## src/rtl/imem_loader_if.sv

```systemverilog
// Byte-stream input and instruction-memory write port of imem_loader.
// The loader uses the slave view; the byte source/memory side uses master.
interface imem_loader_if #(
  parameter int unsigned ADDR_W = 10
);
  logic              in_valid;
  logic [7:0]        in_data;
  logic              in_ready;
  logic              mem_we;
  logic [ADDR_W-1:0] mem_addr;
  logic [31:0]       mem_wdata;

  modport master (
    output in_valid, in_data,
    input  in_ready, mem_we, mem_addr, mem_wdata
  );

  modport slave (
    input  in_valid, in_data,
    output in_ready, mem_we, mem_addr, mem_wdata
  );
endinterface

```

## src/rtl/imem_loader.sv

```systemverilog
// Loads a length-prefixed big-endian word image into instruction memory and
// holds the core in reset until it completes. Optional trailer: IMEM_LOADER_CHECKSUM_EN.
module imem_loader #(
  parameter int unsigned ADDR_W    = 10,
  parameter int unsigned BASE_ADDR = 0
) (
  input  logic         clk,
  input  logic         reset,
  input  logic         start,
  imem_loader_if.slave bus,
  output logic         cpu_reset,
  output logic         busy,
  output logic         done,
  output logic         err
);

  localparam int unsigned MAX_WORDS = 1 << (ADDR_W - 2);
  localparam int unsigned WCNT_W    = ADDR_W - 1;

  typedef enum logic [2:0] {
    S_IDLE,
    S_LEN_HI,
    S_LEN_LO,
    S_DATA,
`ifdef IMEM_LOADER_CHECKSUM_EN
    S_CHK,
`endif
    S_DONE,
    S_ERR
  } state_e;

`ifdef IMEM_LOADER_CHECKSUM_EN
  localparam state_e S_TAIL = S_CHK;
`else
  localparam state_e S_TAIL = S_DONE;
`endif

  state_e              state_q, state_d;
  logic [7:0]          len_hi_q, len_hi_d;
  logic [15:0]         len_q, len_d;
  logic [23:0]         asm_q, asm_d;
  logic [1:0]          byte_cnt_q, byte_cnt_d;
  logic [WCNT_W-1:0]   word_cnt_q, word_cnt_d;
  logic                in_ready_q, in_ready_d;
  logic                mem_we_q, mem_we_d;
  logic [ADDR_W-1:0]   mem_addr_q, mem_addr_d;
  logic [31:0]         mem_wdata_q, mem_wdata_d;
  logic                cpu_reset_q, cpu_reset_d;
  logic                busy_q, busy_d;
  logic                done_q, done_d;
  logic                err_q, err_d;
`ifdef IMEM_LOADER_CHECKSUM_EN
  logic [7:0]          chk_q, chk_d;
`endif
  logic                accept_c;
  logic [15:0]         len_new_c;

  assign accept_c  = bus.in_valid && in_ready_q;
  assign len_new_c = {len_hi_q, bus.in_data};

  // State and datapath register
  always_ff @(posedge clk or negedge reset) begin
    if (!reset) begin
      state_q     <= S_IDLE;
      len_hi_q    <= 8'd0;
      len_q       <= 16'd0;
      asm_q       <= 24'd0;
      byte_cnt_q  <= 2'd0;
      word_cnt_q  <= WCNT_W'(0);
      in_ready_q  <= 1'b0;
      mem_we_q    <= 1'b0;
      mem_addr_q  <= ADDR_W'(0);
      mem_wdata_q <= 32'd0;
      cpu_reset_q <= 1'b1;
      busy_q      <= 1'b0;
      done_q      <= 1'b0;
      err_q       <= 1'b0;
`ifdef IMEM_LOADER_CHECKSUM_EN
      chk_q       <= 8'd0;
`endif
    end else begin
      state_q     <= state_d;
      len_hi_q    <= len_hi_d;
      len_q       <= len_d;
      asm_q       <= asm_d;
      byte_cnt_q  <= byte_cnt_d;
      word_cnt_q  <= word_cnt_d;
      in_ready_q  <= in_ready_d;
      mem_we_q    <= mem_we_d;
      mem_addr_q  <= mem_addr_d;
      mem_wdata_q <= mem_wdata_d;
      cpu_reset_q <= cpu_reset_d;
      busy_q      <= busy_d;
      done_q      <= done_d;
      err_q       <= err_d;
`ifdef IMEM_LOADER_CHECKSUM_EN
      chk_q       <= chk_d;
`endif
    end
  end

  // Next-state, datapath and registered-output decode
  always_comb begin
    state_d     = state_q;
    len_hi_d    = len_hi_q;
    len_d       = len_q;
    asm_d       = asm_q;
    byte_cnt_d  = byte_cnt_q;
    word_cnt_d  = word_cnt_q;
    mem_we_d    = 1'b0;
    mem_addr_d  = mem_addr_q;
    mem_wdata_d = mem_wdata_q;
`ifdef IMEM_LOADER_CHECKSUM_EN
    chk_d       = chk_q;
`endif

    unique case (state_q)
      S_IDLE, S_DONE, S_ERR: begin
        if (start) begin
          state_d    = S_LEN_HI;
          byte_cnt_d = 2'd0;
          word_cnt_d = WCNT_W'(0);
`ifdef IMEM_LOADER_CHECKSUM_EN
          chk_d      = 8'd0;
`endif
        end
      end
      S_LEN_HI: begin
        if (accept_c) begin
          len_hi_d = bus.in_data;
          state_d  = S_LEN_LO;
        end
      end
      S_LEN_LO: begin
        if (accept_c) begin
          len_d = len_new_c;
          if (17'(len_new_c) > 17'(MAX_WORDS)) begin
            state_d = S_ERR;
          end else if (len_new_c == 16'd0) begin
            state_d = S_TAIL;
          end else begin
            state_d = S_DATA;
          end
        end
      end
      S_DATA: begin
        if (accept_c) begin
          asm_d      = {asm_q[15:0], bus.in_data};
          byte_cnt_d = byte_cnt_q + 2'd1;
`ifdef IMEM_LOADER_CHECKSUM_EN
          chk_d      = chk_q ^ bus.in_data;
`endif
          // Fourth byte completes a word: write it next cycle
          if (byte_cnt_q == 2'd3) begin
            mem_we_d    = 1'b1;
            mem_wdata_d = {asm_q, bus.in_data};
            mem_addr_d  = ADDR_W'(BASE_ADDR) + ADDR_W'({word_cnt_q, 2'b00});
            word_cnt_d  = word_cnt_q + WCNT_W'(1);
            if (16'(word_cnt_q) + 16'd1 == len_q) begin
              state_d = S_TAIL;
            end
          end
        end
      end
`ifdef IMEM_LOADER_CHECKSUM_EN
      S_CHK: begin
        if (accept_c) begin
          state_d = (bus.in_data == chk_q) ? S_DONE : S_ERR;
        end
      end
`endif
      default: state_d = S_IDLE;
    endcase

    busy_d      = (state_d != S_IDLE) && (state_d != S_DONE) && (state_d != S_ERR);
    in_ready_d  = busy_d;
    done_d      = (state_d == S_DONE);
    err_d       = (state_d == S_ERR);
    // Release the core only once DONE has been held for a cycle, so the final
    // write is never concurrent with cpu_reset low.
    cpu_reset_d = !((state_q == S_DONE) && (state_d == S_DONE));
  end

  assign bus.in_ready  = in_ready_q;
  assign bus.mem_we    = mem_we_q;
  assign bus.mem_addr  = mem_addr_q;
  assign bus.mem_wdata = mem_wdata_q;
  assign cpu_reset     = cpu_reset_q;
  assign busy          = busy_q;
  assign done          = done_q;
  assign err           = err_q;

endmodule

```

## src/flat_wrapper.sv

```systemverilog
// flat-port wrapper written by rule: the top's interface ports become plain ports
module imem_loader_flat 
#(
  parameter int unsigned ADDR_W    = 10,
  parameter int unsigned BASE_ADDR = 0
)
  (clk, reset, start, cpu_reset, busy, done, err, bus_in_valid, bus_in_data, bus_in_ready, bus_mem_we, bus_mem_addr, bus_mem_wdata);
  imem_loader_if #(.ADDR_W(ADDR_W)) bus_i ();
  input  logic clk;
  input  logic reset;
  input  logic start;
  output logic cpu_reset;
  output logic busy;
  output logic done;
  output logic err;
  input wire logic [$bits(bus_i.in_valid)-1:0] bus_in_valid;
  input wire logic [$bits(bus_i.in_data)-1:0] bus_in_data;
  output wire logic [$bits(bus_i.in_ready)-1:0] bus_in_ready;
  output wire logic [$bits(bus_i.mem_we)-1:0] bus_mem_we;
  output wire logic [$bits(bus_i.mem_addr)-1:0] bus_mem_addr;
  output wire logic [$bits(bus_i.mem_wdata)-1:0] bus_mem_wdata;
  assign bus_i.in_valid = bus_in_valid;
  assign bus_i.in_data = bus_in_data;
  assign bus_in_ready = bus_i.in_ready;
  assign bus_mem_we = bus_i.mem_we;
  assign bus_mem_addr = bus_i.mem_addr;
  assign bus_mem_wdata = bus_i.mem_wdata;
  imem_loader #(.ADDR_W(ADDR_W), .BASE_ADDR(BASE_ADDR)) u_core (.clk(clk), .reset(reset), .start(start), .bus(bus_i), .cpu_reset(cpu_reset), .busy(busy), .done(done), .err(err));
endmodule
```

## config.mk

```make
export PLATFORM = sky130hd
export DESIGN_NAME = imem_loader_flat
export DESIGN_NICKNAME = d
export VERILOG_FILES = /design/src/rtl/imem_loader_if.sv /design/src/rtl/imem_loader.sv /design/src/flat_wrapper.sv
export SDC_FILE = /design/constraint.sdc
export NUM_CORES = 1
export LEC_CHECK = 0
export ABC_AREA = 1
export CAP_MARGIN = 0
export CELL_PAD_IN_SITES_DETAIL_PLACEMENT = 0
export CELL_PAD_IN_SITES_GLOBAL_PLACEMENT = 1
export CORE_ASPECT_RATIO = 0.6
export CORE_UTILIZATION = 41
export CTS_BUF_LIST = sky130_fd_sc_hd__clkbuf_16
export CTS_CLUSTER_SIZE = 8
export DETAILED_ROUTE_END_ITERATION = 12
export GPL_ROUTABILITY_DRIVEN = 0
export PLACE_DENSITY_LB_ADDON = 0.25
export SKIP_LAST_GASP = 1
export SYNTH_ARGS = -nofsm -noshare
export SYNTH_HDL_FRONTEND = slang
export SYNTH_SLANG_ARGS = --single-unit
```

## constraint.sdc

```tcl
create_clock -name clk -period 2.3 [get_ports clk]
set_clock_uncertainty 0.05 [all_clocks]
set_input_delay 0.345 -clock clk [delete_from_list [all_inputs] [get_ports clk]]
set_output_delay 0.345 -clock clk [all_outputs]
set_load 0.01 [all_outputs]
```

==> summary.txt, run 1 <==
Run status
  – Status: finished clean

Floorplanning
  – Chip height: 83.3 um
  – Core area: 10600 um2
  – I/O Pins: 60
  – Initial core utilization: 42.5%
  – DIE WIDTH: 138 um
  – Row count: 29
  – Die area: 11500 um2

Worst setup path
  – CP Capture Type: register
  – Worst r2r src: u_core.word_cnt_q[0]
  – Worst R2R End: u_core.bus.in_ready
  – Critical path arrival: 2.18 ns
  – Crit path launch: u_core.word_cnt_q[0]
  – CP peak stage delay: 0.45 ns
  – Slowest CP cell: dfrtp_1
  – Critical Path Source Type: register
  – Worst setup path endpoint: u_core.bus.in_ready
  – Flop-to-flop setup slack: 0.31 ns
  – CP required: 2.50 ns
  – CP max FO: 5
  – Worst Reg-to-Reg Cells: 14
  – Cell mode on critical path: nand2_1
  – CP cell instances: ha_1 > inv_1 > nand2_1 > nand2_1 > nor2_1 > nand2_1 > nor2_1 > nand2_1 > nor2_2 > nand4_1 > nand2_2 > nand2_2 > nand2_1 > inv_1
  – Setup Crit Path Kind: reg -> reg

Worst hold path
  – Hold Startpoint: u_core.asm_q[19]
  – Hold Path Class: reg -> reg

Power and ir drop
  – Clock Power Share: 25.7%
  – Int Pwr: 0.00365 W
  – Cell Pwr Density: 981 nW/um2
  – Maximum VDD drop: 0.400 mV
  – P_sw: 0.00183 W
  – LEAKAGE: 2.65 nW
  – Sw Ratio: 33.3%
  – Comb pwr share: 25.1%
  – Flop pwr share: 49.2%

Timing
  – Crit share post-route: 86.4%
  – Setup TNS: 0 ns
  – Slew @ Worst Pin: 0.617 ns
  – Final hold violation count: 0
  – Max-slew violations: 0
  – FMAX: 503 MHz
  – PnR worst setup slack: 0.312 ns
  – Final setup fails: 0
  – Relative slew slack: 58.8%
  – RSZ-0062 raised after global routing: no
  – Hold_ws: 0.423 ns
  – Period minus WS final: 1.99 ns

Global routing
  – Initial antenna violation count: 0
  – Gr usage total: 19.6%
  – First-pass GRT wire length: 16900 um
  – Vias in the first global route: 3338
  – Remaining Overflow, GRT: 0
  – Largest net degree at the start of global routing: 59

Clock network
  – CTS root buffer: clkbuf_16
  – CTS tree: built
  – Clk buf depth: 2
  – Clk Latency, worst-skew pair: 0.34 ns
  – Number of gates resized after CTS: 0
  – Clk pin slew, worst setup/hold paths: 0.07 ns
  – CTS H-tree lvls: 3
  – Total CTS buffers: 9
  – TritonCTS Sinks: 107

Logic synthesis
  – Cell Area, Synth: 4520 um2
  – Synth Register Bits: 107
  – Synthesized area per cell: 8.80 um2
  – Synthesis Warnings: 0
  – Area leader, netlist: dfrtp_1
  – Synth top area share: 58.7%
  – Mapped Cells: 514
  – Post-synthesis sequential area ratio: 59.2%
  – Ranking of synthesized cells by area: dfrtp_1 59%, nand2_1 14%, o21ai_0 8.9%, inv_1 4.5%, nand3_1 1.7%
  – Count of cell types in the netlist: 30

Cells and area
  – Antenna Cells: 0
  – Final Non-Filler Cells: 722
  – Fill count: 1001
  – Area grow syn2layout: 23.5%
  – Commonest non-fill, non-tap cell in the layout: nand2_1
  – Post-layout instance area: 5580 um2
  – Layout cells sized above 1: 9.43%
  – Final #Nets: 592
  – Most frequent cells in the layout: 165 x nand2_1, 106 x dfrtp_1, 80 x o21ai_0, 56 x clkdlybuf4s50_1, 54 x inv_1

Routing
  – Average routed wire per standard cell: 13.9 um
  – Antenna-violating nets left: 0
  – Drc violations: 0
  – Drt pass-1 iters: 4
  – DR vias/cell: 4.83
  – Vias: 3488
  – Post-Route WL: 10100 um
  – 1st-iter DRT viols: 217

Placement
  – IO Port Bufs: 57
  – Pre-CTS WS: 0.201 ns
  – Cells after DPL: 705
  – Placed Area: 5310 um2
  – HPWL Detailed: 7150 um

Flow run
  – Max-cap viol count: 0
==> cells in the mapped netlist, drive strengths merged <==
| library cell | number |
|---|---|
| conb | 1 |
| o21ai | 81 |
| dfrtp | 106 |
| a21oi | 3 |
| clkbuf | 15 |
| nand4 | 5 |
| o21bai | 1 |
| dfstp | 1 |
| nand2 | 174 |
| and2 | 1 |
| nor2 | 25 |
| inv | 56 |
| buf | 6 |
| ha | 2 |
| o22ai | 7 |
| clkinv | 2 |
| nand3 | 19 |
| a21boi | 1 |
| nor3 | 4 |
| nand3b | 4 |
==> metal layers <==
| metal | track usage (%) | part of all wire (%) | vias to the layer above |
|---|---|---|---|
| li1 | - | - | 1752 |
| met1 | 29.9 | 53 | 1626 |
| met3 | 6.65 | 6.3 | 14 |
| met4 | 6.29 | 1.6 | 0 |
| met5 | 0 | 0 | - |
| met2 | 25.7 | 39 | 96 |
==> through the flow <==
stage | total power, W | util (%)
5_1_grt | 0.00589 | 52.5
3_5_place_dp | 0.00411 | 49.9
3_3_place_gp | 0.00407 | 49.9
6_report | 0.00548 | 52.5
4_1_cts | 0.00553 | 52.5
2_1_floorplan | 0.00355 | -
==> registers in the layout, indices dropped and copies added (netlist names), 2 cells and up <==
register	cells
u_core.byte_cnt_q	2
u_core.bus.mem_wdata	32
u_core.state_q	3
u_core.len_hi_q	8
u_core.len_q	16
u_core.bus.mem_addr	8
u_core.asm_q	24
u_core.word_cnt_q	9
==> logic make-up after synthesis <==
family / Yosys count / share of synthesized area [%]
AO/OA/AOI/OAI: 93 / 10.7
AND/OR/NAND/NOR: 232 / 22.4
other: 1 / 0.0829
adder cells (fa/ha/maj): 2 / 0.553
flip-flops: 107 / 59.2
buffers and inverters: 79 / 7.06
==> worst min path at each step <==
stage	to	slack, ns	cells after the start
final	u_core.bus.mem_wdata[27]	0.42	2
after global routing	u_core.bus.mem_wdata[26]	0.45	2
after CTS	u_core.bus.mem_wdata[27]	0.43	2
after detailed placement	u_core.bus.mem_addr[8]	0.35	1
after global placement	u_core.word_cnt_q[6]	0.35	1
after floorplan	u_core.asm_q[0]	-0.0006	0
==> area by class of cell <==
| type | instances | area (um2) | share of cell area (%) |
|---|---|---|---|
| clock buffers | 9 | 225 | 4.03 |
| clock inverters | 7 | 42.5 | 0.762 |
| inverters | 58 | 219 | 3.92 |
| multi-input cells | 329 | 1530 | 27.4 |
| flip-flops and latches | 107 | 2680 | 48.0 |
| well taps | 139 | 174 | 3.12 |
| repair buffers | 73 | 716 | 12.8 |
==> power groups by stage <==
stage / clock [W] / combinational, W / sequential [W]
after floorplan: 0 / 0.000911 / 0.00264
after global placement: 0 / 0.00137 / 0.00271
after detailed placement: 0 / 0.00139 / 0.00272
after CTS: 0.00144 / 0.00139 / 0.00269
after global routing: 0.00153 / 0.00160 / 0.00276
final: 0.00141 / 0.00137 / 0.00270
==> worst max-delay path: cells and delay by family (launching register included) <==
family / cells / cell delay, ns
buffers and inverters: 2 / 0.10
and+or+nand+nor: 11 / 0.95
DFF: 1 / 0.45
adders and majority gates: 1 / 0.34
==> repair_timing <==
action	CTS	global route
hold endpoints to repair	41	0
hold buffers	1	0
setup buffers	0	0
setup endpoints to repair	0	0
Note: power is estimated with default switching activity, not from simulation.
==> inputs of run 2 (changes only) <==
--- a/config.mk
+++ b/config.mk
@@ -16,7 +16,6 @@
 export DETAILED_ROUTE_END_ITERATION = 12
 export GPL_ROUTABILITY_DRIVEN = 0
 export PLACE_DENSITY_LB_ADDON = 0.25
-export SKIP_LAST_GASP = 1
 export SYNTH_ARGS = -nofsm -noshare
 export SYNTH_HDL_FRONTEND = slang
 export SYNTH_SLANG_ARGS = --single-unit
==> results of run 2 <==
Final layout, timing and power as in run 1 (identical DEF).
